**src/rtl/mul_div_32.sv**
```systemverilog
// mul_div_32 -- iterative 32x32 multiplier / divider.
//
// One request is accepted at a time from IDLE. A MUL is done with 32 shift-add
// steps and a DIV with 32 restoring shift-subtract steps, one step per clock.
// A FIX cycle then applies the sign correction and registers the result. The
// result is presented for exactly one cycle in DONE.
//
// Build option: define MUL_DIV_SIGNED_EN for two's complement operands.
// Without the macro, operands and results are unsigned. Latency is the same
// in both builds.
//
// Ports:
//   in_clk        clock, all state changes on its rising edge
//   in_reset_n    asynchronous active-low reset
//   in_start      request strobe, honoured only in IDLE
//   in_opcode     4'b1000 = MUL, 4'b1001 = DIV, others ignored
//   in_a, in_b    multiplicand/dividend, multiplier/divisor
//   out_busy      high in CALC, FIX and DONE
//   out_done      one-cycle completion pulse (DONE state)
//   out_hi        product high word / remainder
//   out_lo        product low word / quotient
//   out_div_zero  last completed DIV had a zero divisor
module mul_div_32 (
  input  logic        in_clk,
  input  logic        in_reset_n,
  input  logic        in_start,
  input  logic [3:0]  in_opcode,
  input  logic [31:0] in_a,
  input  logic [31:0] in_b,
  output logic        out_busy,
  output logic        out_done,
  output logic [31:0] out_hi,
  output logic [31:0] out_lo,
  output logic        out_div_zero
);

  localparam int          DATA_W = 32;
  localparam logic [3:0]  OP_MUL = 4'b1000;
  localparam logic [3:0]  OP_DIV = 4'b1001;

  typedef enum logic [1:0] {IDLE, CALC, FIX, DONE} state_t;

  state_t              state, state_nxt;
  logic [4:0]          iter;
  logic                is_div;
  logic                accept;
  logic                div_by_zero;

  // Operand / accumulator registers (datapath, not reset).
  logic [DATA_W-1:0]   a_raw;
  logic [DATA_W-1:0]   opd;
  logic [DATA_W-1:0]   acc_hi;
  logic [DATA_W-1:0]   acc_lo;
  logic                neg_q;
  logic                neg_r;

  logic                a_sgn, b_sgn;
  logic [DATA_W-1:0]   a_mag, b_mag;
  logic [DATA_W:0]     mul_sum;
  logic [DATA_W:0]     div_shl;
  logic                div_ge;
  logic [DATA_W-1:0]   div_diff;
  logic [2*DATA_W-1:0] prod_fix;
  logic [DATA_W-1:0]   q_fix, r_fix;
  logic [DATA_W-1:0]   res_hi, res_lo;

  function automatic logic [DATA_W-1:0] neg32(input logic [DATA_W-1:0] v);
    return ~v + 32'd1;
  endfunction

  function automatic logic [2*DATA_W-1:0] neg64(input logic [2*DATA_W-1:0] v);
    return ~v + 64'd1;
  endfunction

`ifdef MUL_DIV_SIGNED_EN
  assign a_sgn = in_a[DATA_W-1];
  assign b_sgn = in_b[DATA_W-1];
`else
  assign a_sgn = 1'b0;
  assign b_sgn = 1'b0;
`endif

  assign a_mag = a_sgn ? neg32(in_a) : in_a;
  assign b_mag = b_sgn ? neg32(in_b) : in_b;

  assign accept      = (state == IDLE) && in_start &&
                       ((in_opcode == OP_MUL) || (in_opcode == OP_DIV));
  assign div_by_zero = is_div && (opd == '0);

  assign out_busy = (state != IDLE);
  assign out_done = (state == DONE);

  // One iteration step. MUL: conditional add of the multiplicand into the
  // high half, then the 64-bit pair shifts right. DIV: shift the next
  // dividend bit into the partial remainder and subtract when it fits.
  always_comb begin
    mul_sum  = {1'b0, acc_hi} + (acc_lo[0] ? {1'b0, opd} : {(DATA_W+1){1'b0}});
    div_shl  = {acc_hi, acc_lo[DATA_W-1]};
    div_ge   = (div_shl >= {1'b0, opd});
    div_diff = div_shl[DATA_W-1:0] - opd;
  end

  // Sign correction applied in FIX. The quotient and product take the XOR of
  // the operand signs; the remainder follows the dividend. The
  // 0x80000000 / -1 case wraps back to 0x80000000 on its own.
  always_comb begin
    prod_fix = neg_q ? neg64({acc_hi, acc_lo}) : {acc_hi, acc_lo};
    q_fix    = neg_q ? neg32(acc_lo) : acc_lo;
    r_fix    = neg_r ? neg32(acc_hi) : acc_hi;
    res_hi   = is_div ? r_fix : prod_fix[2*DATA_W-1:DATA_W];
    res_lo   = is_div ? q_fix : prod_fix[DATA_W-1:0];
  end

  always_comb begin
    state_nxt = state;
    case (state)
      IDLE: if (accept) state_nxt = CALC;
      CALC: begin
        if (div_by_zero)        state_nxt = DONE;
        else if (iter == 5'd31) state_nxt = FIX;
      end
      FIX:     state_nxt = DONE;
      DONE:    state_nxt = IDLE;
      default: state_nxt = IDLE;
    endcase
  end

  always_ff @(posedge in_clk or negedge in_reset_n) begin
    if (!in_reset_n) begin
      state        <= IDLE;
      iter         <= 5'd0;
      is_div       <= 1'b0;
      out_hi       <= '0;
      out_lo       <= '0;
      out_div_zero <= 1'b0;
    end else begin
      state <= state_nxt;
      if (accept) begin
        iter   <= 5'd0;
        is_div <= (in_opcode == OP_DIV);
      end else if (state == CALC) begin
        iter <= iter + 5'd1;
      end
      if (state == CALC && div_by_zero) begin
        out_hi       <= a_raw;
        out_lo       <= '1;
        out_div_zero <= 1'b1;
      end else if (state == FIX) begin
        out_hi       <= res_hi;
        out_lo       <= res_lo;
        out_div_zero <= 1'b0;
      end
    end
  end

  // Latch stage: magnitudes loaded into the accumulator pair.
  always_ff @(posedge in_clk) begin
    if (accept) begin
      a_raw  <= in_a;
      opd    <= (in_opcode == OP_DIV) ? b_mag : a_mag;
      acc_hi <= '0;
      acc_lo <= (in_opcode == OP_DIV) ? a_mag : b_mag;
      neg_q  <= a_sgn ^ b_sgn;
      neg_r  <= a_sgn;
    end else if (state == CALC) begin
      if (is_div) begin
        acc_hi <= div_ge ? div_diff : div_shl[DATA_W-1:0];
        acc_lo <= {acc_lo[DATA_W-2:0], div_ge};
      end else begin
        acc_hi <= mul_sum[DATA_W:1];
        acc_lo <= {mul_sum[0], acc_lo[DATA_W-1:1]};
      end
    end
  end

endmodule
```
**config.mk**
```make
export PLATFORM = sky130hd
export DESIGN_NAME = mul_div_32
export DESIGN_NICKNAME = d
export VERILOG_FILES = /design/src/rtl/mul_div_32.sv
export SDC_FILE = /design/constraint.sdc
export NUM_CORES = 1
export LEC_CHECK = 0
export BUFFER_PORTS_ARGS = -buffer_cell sky130_fd_sc_hd__buf_2
export CORE_ASPECT_RATIO = 0.7
export CORE_MARGIN = 1.5
export CORE_UTILIZATION = 30
export CTS_BUF_LIST = sky130_fd_sc_hd__clkbuf_2 sky130_fd_sc_hd__clkbuf_4 sky130_fd_sc_hd__clkbuf_8
export DETAILED_ROUTE_END_ITERATION = 7
export PLACE_DENSITY_LB_ADDON = 0.2
export SETUP_SLACK_MARGIN = 0.3
export SKIP_CTS_REPAIR_TIMING = 1
export SYNTH_ARGS = -nofsm -noshare
export SYNTH_HDL_FRONTEND = slang
export SYNTH_SLANG_ARGS = --single-unit
```
**constraint.sdc**
```tcl
create_clock -name in_clk -period 4.6 [get_ports in_clk]
set_input_delay 0.23 -clock in_clk [delete_from_list [all_inputs] [get_ports in_clk]]
set_output_delay 0.23 -clock in_clk [all_outputs]
set_load 0.05 [all_outputs]
```
==> results of run 1 <==
per-layer routing:
| layer | track usage (%) | vias to the layer above | routed length (µm) |
|---|---|---|---|
| met4 | 4.07 | 2 | 745 |
| met5 | 0 | - | 13 |
| met1 | 27.4 | 5091 | 20700 |
| met3 | 3.48 | 53 | 2460 |
| met2 | 27.6 | 309 | 17600 |
| li1 | - | 5194 | - |
flip-flops by register name, indices dropped and copies added, names as in the netlist:
register / count
is_div: 1
out_lo: 32
out_div_zero: 1
acc_lo: 32
iter: 5
opd: 32
a_raw: 32
acc_hi: 32
state: 2
out_hi: 32
cell usage after synthesis (8+ instances only):
cell / number / area (µm²)
clkbuf_1: 46 / 173
inv_1: 58 / 218
nor2_1: 107 / 402
o21bai_1: 10 / 75.1
nor3_1: 25 / 125
a21o_1: 27 / 203
ha_1: 71 / 888
nand2_1: 94 / 353
mux2i_1: 120 / 1200
mux2_2: 37 / 417
xor2_1: 18 / 158
nor4_1: 8 / 50.1
dfxtp_1: 32 / 641
buf_1: 13 / 48.8
nand4_1: 12 / 75.1
nor2b_1: 40 / 250
xnor2_1: 38 / 333
and2_1: 35 / 219
a211oi_1: 54 / 405
edfxtp_1: 96 / 2880
a21oi_1: 142 / 711
dfrtp_1: 73 / 1830
o21ai_0: 50 / 250
nand3_1: 17 / 85.1
per-stage QoR:
step	power [W]	cell area [µm²]	hold slack (ns)	std cells
2_1_floorplan	0.00858	12900	-0.0656	1326
4_1_cts	0.0122	14900	-0.238	2033
6_report	0.0122	15300	0.0183	2076
3_5_place_dp	0.0104	14200	0.366	1967
3_3_place_gp	0.0104	14200	0.363	1967
5_1_grt	0.0131	15300	0.0000154	2076
kinds of logic after synthesis:
| group | Yosys count | synth area share [%] |
|---|---|---|
| AND/OR/NAND/NOR | 365 | 13.6 |
| multiplexers | 157 | 12.5 |
| buffers and inverters | 125 | 3.95 |
| flip-flops | 201 | 41.5 |
| adder cells (fa/ha/maj) | 73 | 7.20 |
| AO/OA/AOI/OAI | 349 | 17.5 |
| XOR/XNOR | 56 | 3.80 |
how the worst min path moves through the flow:
| stage | end | cells past startpoint |
|---|---|---|
| 5_1_grt | opd[17]$_DFFE_PP_ | 2 |
| 6_report | opd[27]$_DFFE_PP_ | 2 |
| 4_1_cts | out_hi[25]$_DFFE_PN0P_ | 1 |
| 3_3_place_gp | out_lo[27]$_DFFE_PN0P_ | 1 |
| 3_5_place_dp | out_div_zero$_DFFE_PN0P_ | 1 |
| 2_1_floorplan | is_div$_DFFE_PN0P_ | 0 |
area by class of cell:
class | instances | area (µm²)
well taps | 552 | 691
repair buffers | 199 | 1260
flip-flops and latches | 201 | 5350
clock inverters | 11 | 66.3
multi-input cells | 1000 | 7070
clock buffers | 55 | 657
fillers | 4338 | 27000
inverters | 58 | 220
worst max-delay path: stages (launching register included):
cell and delay (ns):
edfxtp_1 0.73, and2_1 0.23, ha_1 0.25, fa_1 0.24, a21oi_1 0.12, o211ai_1 0.28
a32oi_1 0.17, buf_4 0.18, o311a_1 0.34, o21ai_0 0.45, a211oi_2 0.19, nor2b_1 0.27
o2111ai_1 0.15, a21o_1 0.23, a31oi_1 0.17
power groups by stage:
stage	registers (W)	logic [W]	clock network [W]
floorplan	0.00405	0.00454	0
global placement	0.00336	0.00702	0
detailed placement	0.00335	0.00704	0
CTS	0.00333	0.00708	0.00178
global route	0.00341	0.00780	0.00186
finish	0.00332	0.00712	0.00174
==> key figures, run 1 <==
Finish
  – Most frequent cells in the layout: a21oi_1 (142), buf_2 (136), mux2i_1 (120)
  – Fraction of layout cells with a size suffix above 1: a little under a fifth
  – Final core occ: about 36%
  – Most common cell after layout, fill and taps aside: a21oi_1
  – Diodes inserted: 0
  – Layout overhead on the synthesized area: 18.8%
  – Nets: 1,640

Pwr
  – P_leak: approximately 6.4 nW
  – Int Power: approximately 0.0062 W
  – Maximum VDD drop: 0.000491 V
  – Seq pwr share: between 20% and 30%
  – Net switching component of the power: a little under 0.006 W
  – PwrDens: between 700 and 800 mW/mm²
  – Logic gate share of total power: about three fifths
  – Switching portion of total power: around half
  – Clock network fraction of total power: between 10% and 20%

Synth
  – Synth Register Bits: ~200
  – Total nets after synthesis: 1,470
  – YS warnings: 0
  – Syn avg cell area: roughly 9.7 µm²
  – Unique cell type count in the Yosys netlist: 70
  – Top FF cell, synth: edfxtp_1
  – Post-synth EDFFs: between 90 and 100
  – Post-synth ARST share: 36.3%
  – Post-Syn Area: roughly 0.013 mm²
  – Sequential-to-total area share from yosys stat: just over 40%
  – Synth Instances: ~1,300

Die
  – Die Ht: 176 µm
  – Ports: about 140
  – Die area: roughly 0.044 mm²
  – Die X: about 250 µm
  – Core area: 0.0423 mm²
  – Initial Util: ~30%
  – Core Rows: 63

Routing
  – Routed via count: roughly 11,000
  – First drt pass iteration count: 5
  – DRC Markers: 0
  – Wirelength per Cell: between 15 and 20 µm
  – Final wirelength: roughly 42 mm
  – Number of nets with antenna violations after routing: 0
  – Post-DR vias/cell: around 5.1
  – Starting DRT DRC Count: between 700 and 800

Worst setup path
  – FF-to-FF End: acc_hi[31]$_SDFFE_PP0P_
  – Setup crit start kind: flop
  – WP data required: slightly above 5 ns
  – Reg2Reg Setup Slack: between 0.4 and 0.5 ns
  – CP endpoint: acc_hi[31]$_SDFFE_PP0P_
  – Type of element capturing the critical path: flop
  – Worst-path fanout max: 11
  – CP Data Arrival Time: ~4.6 ns
  – Worst r2r src: acc_lo[0]$_DFFE_PP_
  – Critical path startpoint: acc_lo[0]$_DFFE_PP_
  – FF-to-FF path depth: 14
  – Setup CP Type: flop to flop

STA
  – Slew margin rel.: 32.2%
  – Final Hold Vio Count: 0
  – Final Worst Setup Slack: between 0.4 and 0.5 ns
  – Final Max Slew Viols: 0
  – Setup TNS: 0 ns
  – Worst Clk Skew: roughly 0.034 ns
  – Final period utilization: approximately 90%
  – Final Setup Violations: 0
  – RSZ-0062 raised after global routing: no
  – Min Tclk post-route: around 4.1 ns
  – Max Freq: about 0.24 GHz
  – Worst Tran Pin Value: 1.01 ns

Min path
  – Hold crit path type: primary input to flop
  – Hold Path Origin: in_b[27]

Global route
  – Gr usage total: between 10% and 20%
  – Initial antenna violation count: 1
  – First-pass GRT wire length: a little over 60 mm
  – Overflow after GRT: 0
  – Largest net degree at the start of global routing: 66
  – Vias in the first global route: between 10,000 and 15,000

Placement
  – Global placement routability congestion: between 0.8 and 0.9
  – Post-place setup slack: ~0.54 ns
  – PortBufs: 137
  – HPWL after DPL: roughly 30 mm

Status
  – Outcome: complete, no violations

Clock network
  – Num CTS Buffers: 36
  – CTS Buffer Depth: 3
  – Later-pin clock latency in the skew report: around 0.56 ns
  – Clk slew on worst S/H paths: 0.06 ns
  – Clk sinks: between 200 and 250
  – Clock Root Buffer: clkbuf_8
  – H-tree levels: 2
  – CTS tree: yes

Flow run
  – Maxcap violations: 0
No activity file was read; power rests on OpenSTA's default activity.
==> run 2: changes to the inputs <==
--- a/config.mk
+++ b/config.mk
@@ -10,5 +10,5 @@
 export CORE_MARGIN = 1.5
 export CORE_UTILIZATION = 30
-export CTS_BUF_LIST = sky130_fd_sc_hd__clkbuf_2 sky130_fd_sc_hd__clkbuf_4 sky130_fd_sc_hd__clkbuf_8
+export CTS_BUF_LIST = sky130_fd_sc_hd__clkbuf_8
 export DETAILED_ROUTE_END_ITERATION = 7
 export PLACE_DENSITY_LB_ADDON = 0.2
==> constraint.sdc (replaced) <==
create_clock -name in_clk -period 4.6 [get_ports in_clk]
set_input_delay 0.23 -clock in_clk [delete_from_list [all_inputs] [get_ports in_clk]]
set_output_delay 0.23 -clock in_clk [all_outputs]
set_load 0.1 [all_outputs]
==> key figures, run 2 (same netlist as run 1, synthesis figures left out) <==
STA
  – Min Tclk post-route: about 4.1 ns
  – Final Setup Violations: 0
  – Final period utilization: about 90%
  – Slew margin rel.: 31.2%
  – Worst Clk Skew: 0.0513 ns
  – Max Freq: between 0.2 and 0.25 GHz
  – RSZ-0062 raised after global routing: no
  – Final Hold Vio Count: 0
  – Setup TNS: 0 ns
  – Worst Tran Pin Value: 1.02 ns
  – Final Max Slew Viols: 0

Clock network
  – H-tree levels: 2
  – Clk slew on worst S/H paths: roughly 0.06 ns
  – Clock Root Buffer: clkbuf_8
  – Later-pin clock latency in the skew report: ~0.57 ns
  – CTS Buffer Depth: 3
  – CTS tree: yes
  – Clk sinks: between 200 and 250
  – Num CTS Buffers: 36

Routing
  – Wirelength per Cell: roughly 20 µm
  – Final wirelength: roughly 42 mm
  – Routed via count: roughly 11,000
  – Post-DR vias/cell: between 5 and 6
  – Starting DRT DRC Count: around 820
  – Number of nets with antenna violations after routing: 0
  – DRC Markers: 0
  – First drt pass iteration count: 7

Worst setup path
  – Slowest cell on crit path: edfxtp_1
  – Worst-path cell chain: and2_1 > ha_1 > fa_1 > a21oi_1 > o211ai_1 > a32oi_1 > buf_4 > o311a_1 > o21ai_0 > a211oi_2 > nor2b_1 > o2111ai_1 > a21o_1 > a31oi_1
  – Max incr delay on CP: between 0.7 and 0.8 ns
  – WP data required: 5.07 ns
  – Critical path startpoint: acc_lo[0]$_DFFE_PP_
  – Worst-path fanout max: 11
  – Setup CP Type: flop to flop
  – Buffers & Inverters on Critical Path: 1
  – CP top delay family: compound AO/OA/AOI/OAI gates
  – Worst r2r src: acc_lo[0]$_DFFE_PP_
  – CP Data Arrival Time: 4.60 ns
  – Setup crit start kind: flop
  – Type of element capturing the critical path: flop

Finish
  – Fraction of layout cells with a size suffix above 1: between 10% and 20%
  – Layout overhead on the synthesized area: 18.6%
  – Nets: around 1,600
  – Diodes inserted: 0
  – Fillers: about 4,300
  – Final core occ: 36.1%
  – Most frequent cells in the layout: a21oi_1 (142), buf_2 (136), mux2i_1 (120)
  – Most common cell after layout, fill and taps aside: a21oi_1

Die
  – Core Rows: 63
  – Ports: roughly 140
  – Die area: 0.0443 mm²
  – Core area: about 0.042 mm²
  – Initial Util: 30.5%
  – Die X: approximately 250 µm
  – Die Ht: 176 µm

Global route
  – Largest net degree at the start of global routing: 66
  – Gr usage total: a little under a fifth
  – Overflow after GRT: 0
  – Initial antenna violation count: 1
  – First-pass GRT wire length: roughly 62 mm
  – Vias in the first global route: approximately 10,000

Min path
  – Hold Path Origin: in_b[10]
  – Hold crit path type: primary input to flop

Flow run
  – Maxcap violations: 0

Placement
  – PortBufs: between 100 and 150
  – Global placement routability congestion: ~0.89
  – HPWL after DPL: just over 30 mm

Status
  – Outcome: complete, no violations
==> run 2: cell types whose count changed in the layout (fill, tap and decap cells not counted), sizes merged <==
cell,delta
clkbuf,-16
dlygate4sd3,+4
inv,+16
==> run 2: cell type report <==
class                      instances  area (µm²)  share of cell area [%]
multi-input combinational       1000        7070                    46.2
inverter                          58         220                    1.44
clock inverter                    27         126                   0.826
tap                              552         691                    4.51
timing repair buffer             203        1300                    8.51
sequential                       201        5350                    35.0
clock buffer                      39         537                    3.51
==> run 2: final timing paths <==
path                                            to  slack, ns  depth (start not counted)
min in group asynchronous   out_hi[25]$_DFFE_PN0P_       0.29                          2
max reg2reg                acc_hi[31]$_SDFFE_PP0P_       0.47                         14
min reg2reg                 out_lo[13]$_DFFE_PN0P_       0.49                          2
max in group asynchronous   out_hi[15]$_DFFE_PN0P_       3.43                          3
min                              opd[10]$_DFFE_PP_       0.03                          2
max                        acc_hi[31]$_SDFFE_PP0P_       0.47                         14
==> run 2: metrics by stage <==
step                setup slack, ns  instances  instance area [µm²]  hold slack (ns)
detailed placement            0.537       1967                14200            0.366
finish                        0.470       2080                15300           0.0252
floorplan                      1.04       1326                12900          -0.0656
CTS                           0.511       2033                14800           -0.241
global route                  0.322       2080                15300         0.000320
global placement              0.583       1967                14200            0.363
==> run 2: worst reg2reg max path, cell delays in order, from the launching register on <==
cell       delay (ns)
edfxtp_1         0.74
and2_1           0.24
ha_1             0.26
fa_1             0.25
a21oi_1          0.12
o211ai_1         0.28
a32oi_1          0.17
buf_4            0.18
o311a_1          0.34
o21ai_0          0.46
a211oi_2         0.19
nor2b_1          0.27
o2111ai_1        0.15
a21o_1           0.23
a31oi_1          0.17
==> run 2: per-layer routing <==
| metal | track usage, % | routed length [µm] | up-vias |
|---|---|---|---|
| met2 | 27.7 | 17700 | 272 |
| met1 | 27.3 | 21000 | 5112 |
| met5 | 0 | 13 | - |
| met4 | 3.99 | 748 | 2 |
| li1 | - | - | 5189 |
| met3 | 3.58 | 2120 | 55 |
Power of run 2 is not shown: default switching activity piles up to over one toggle a cycle in this logic, so the estimate is an artifact.
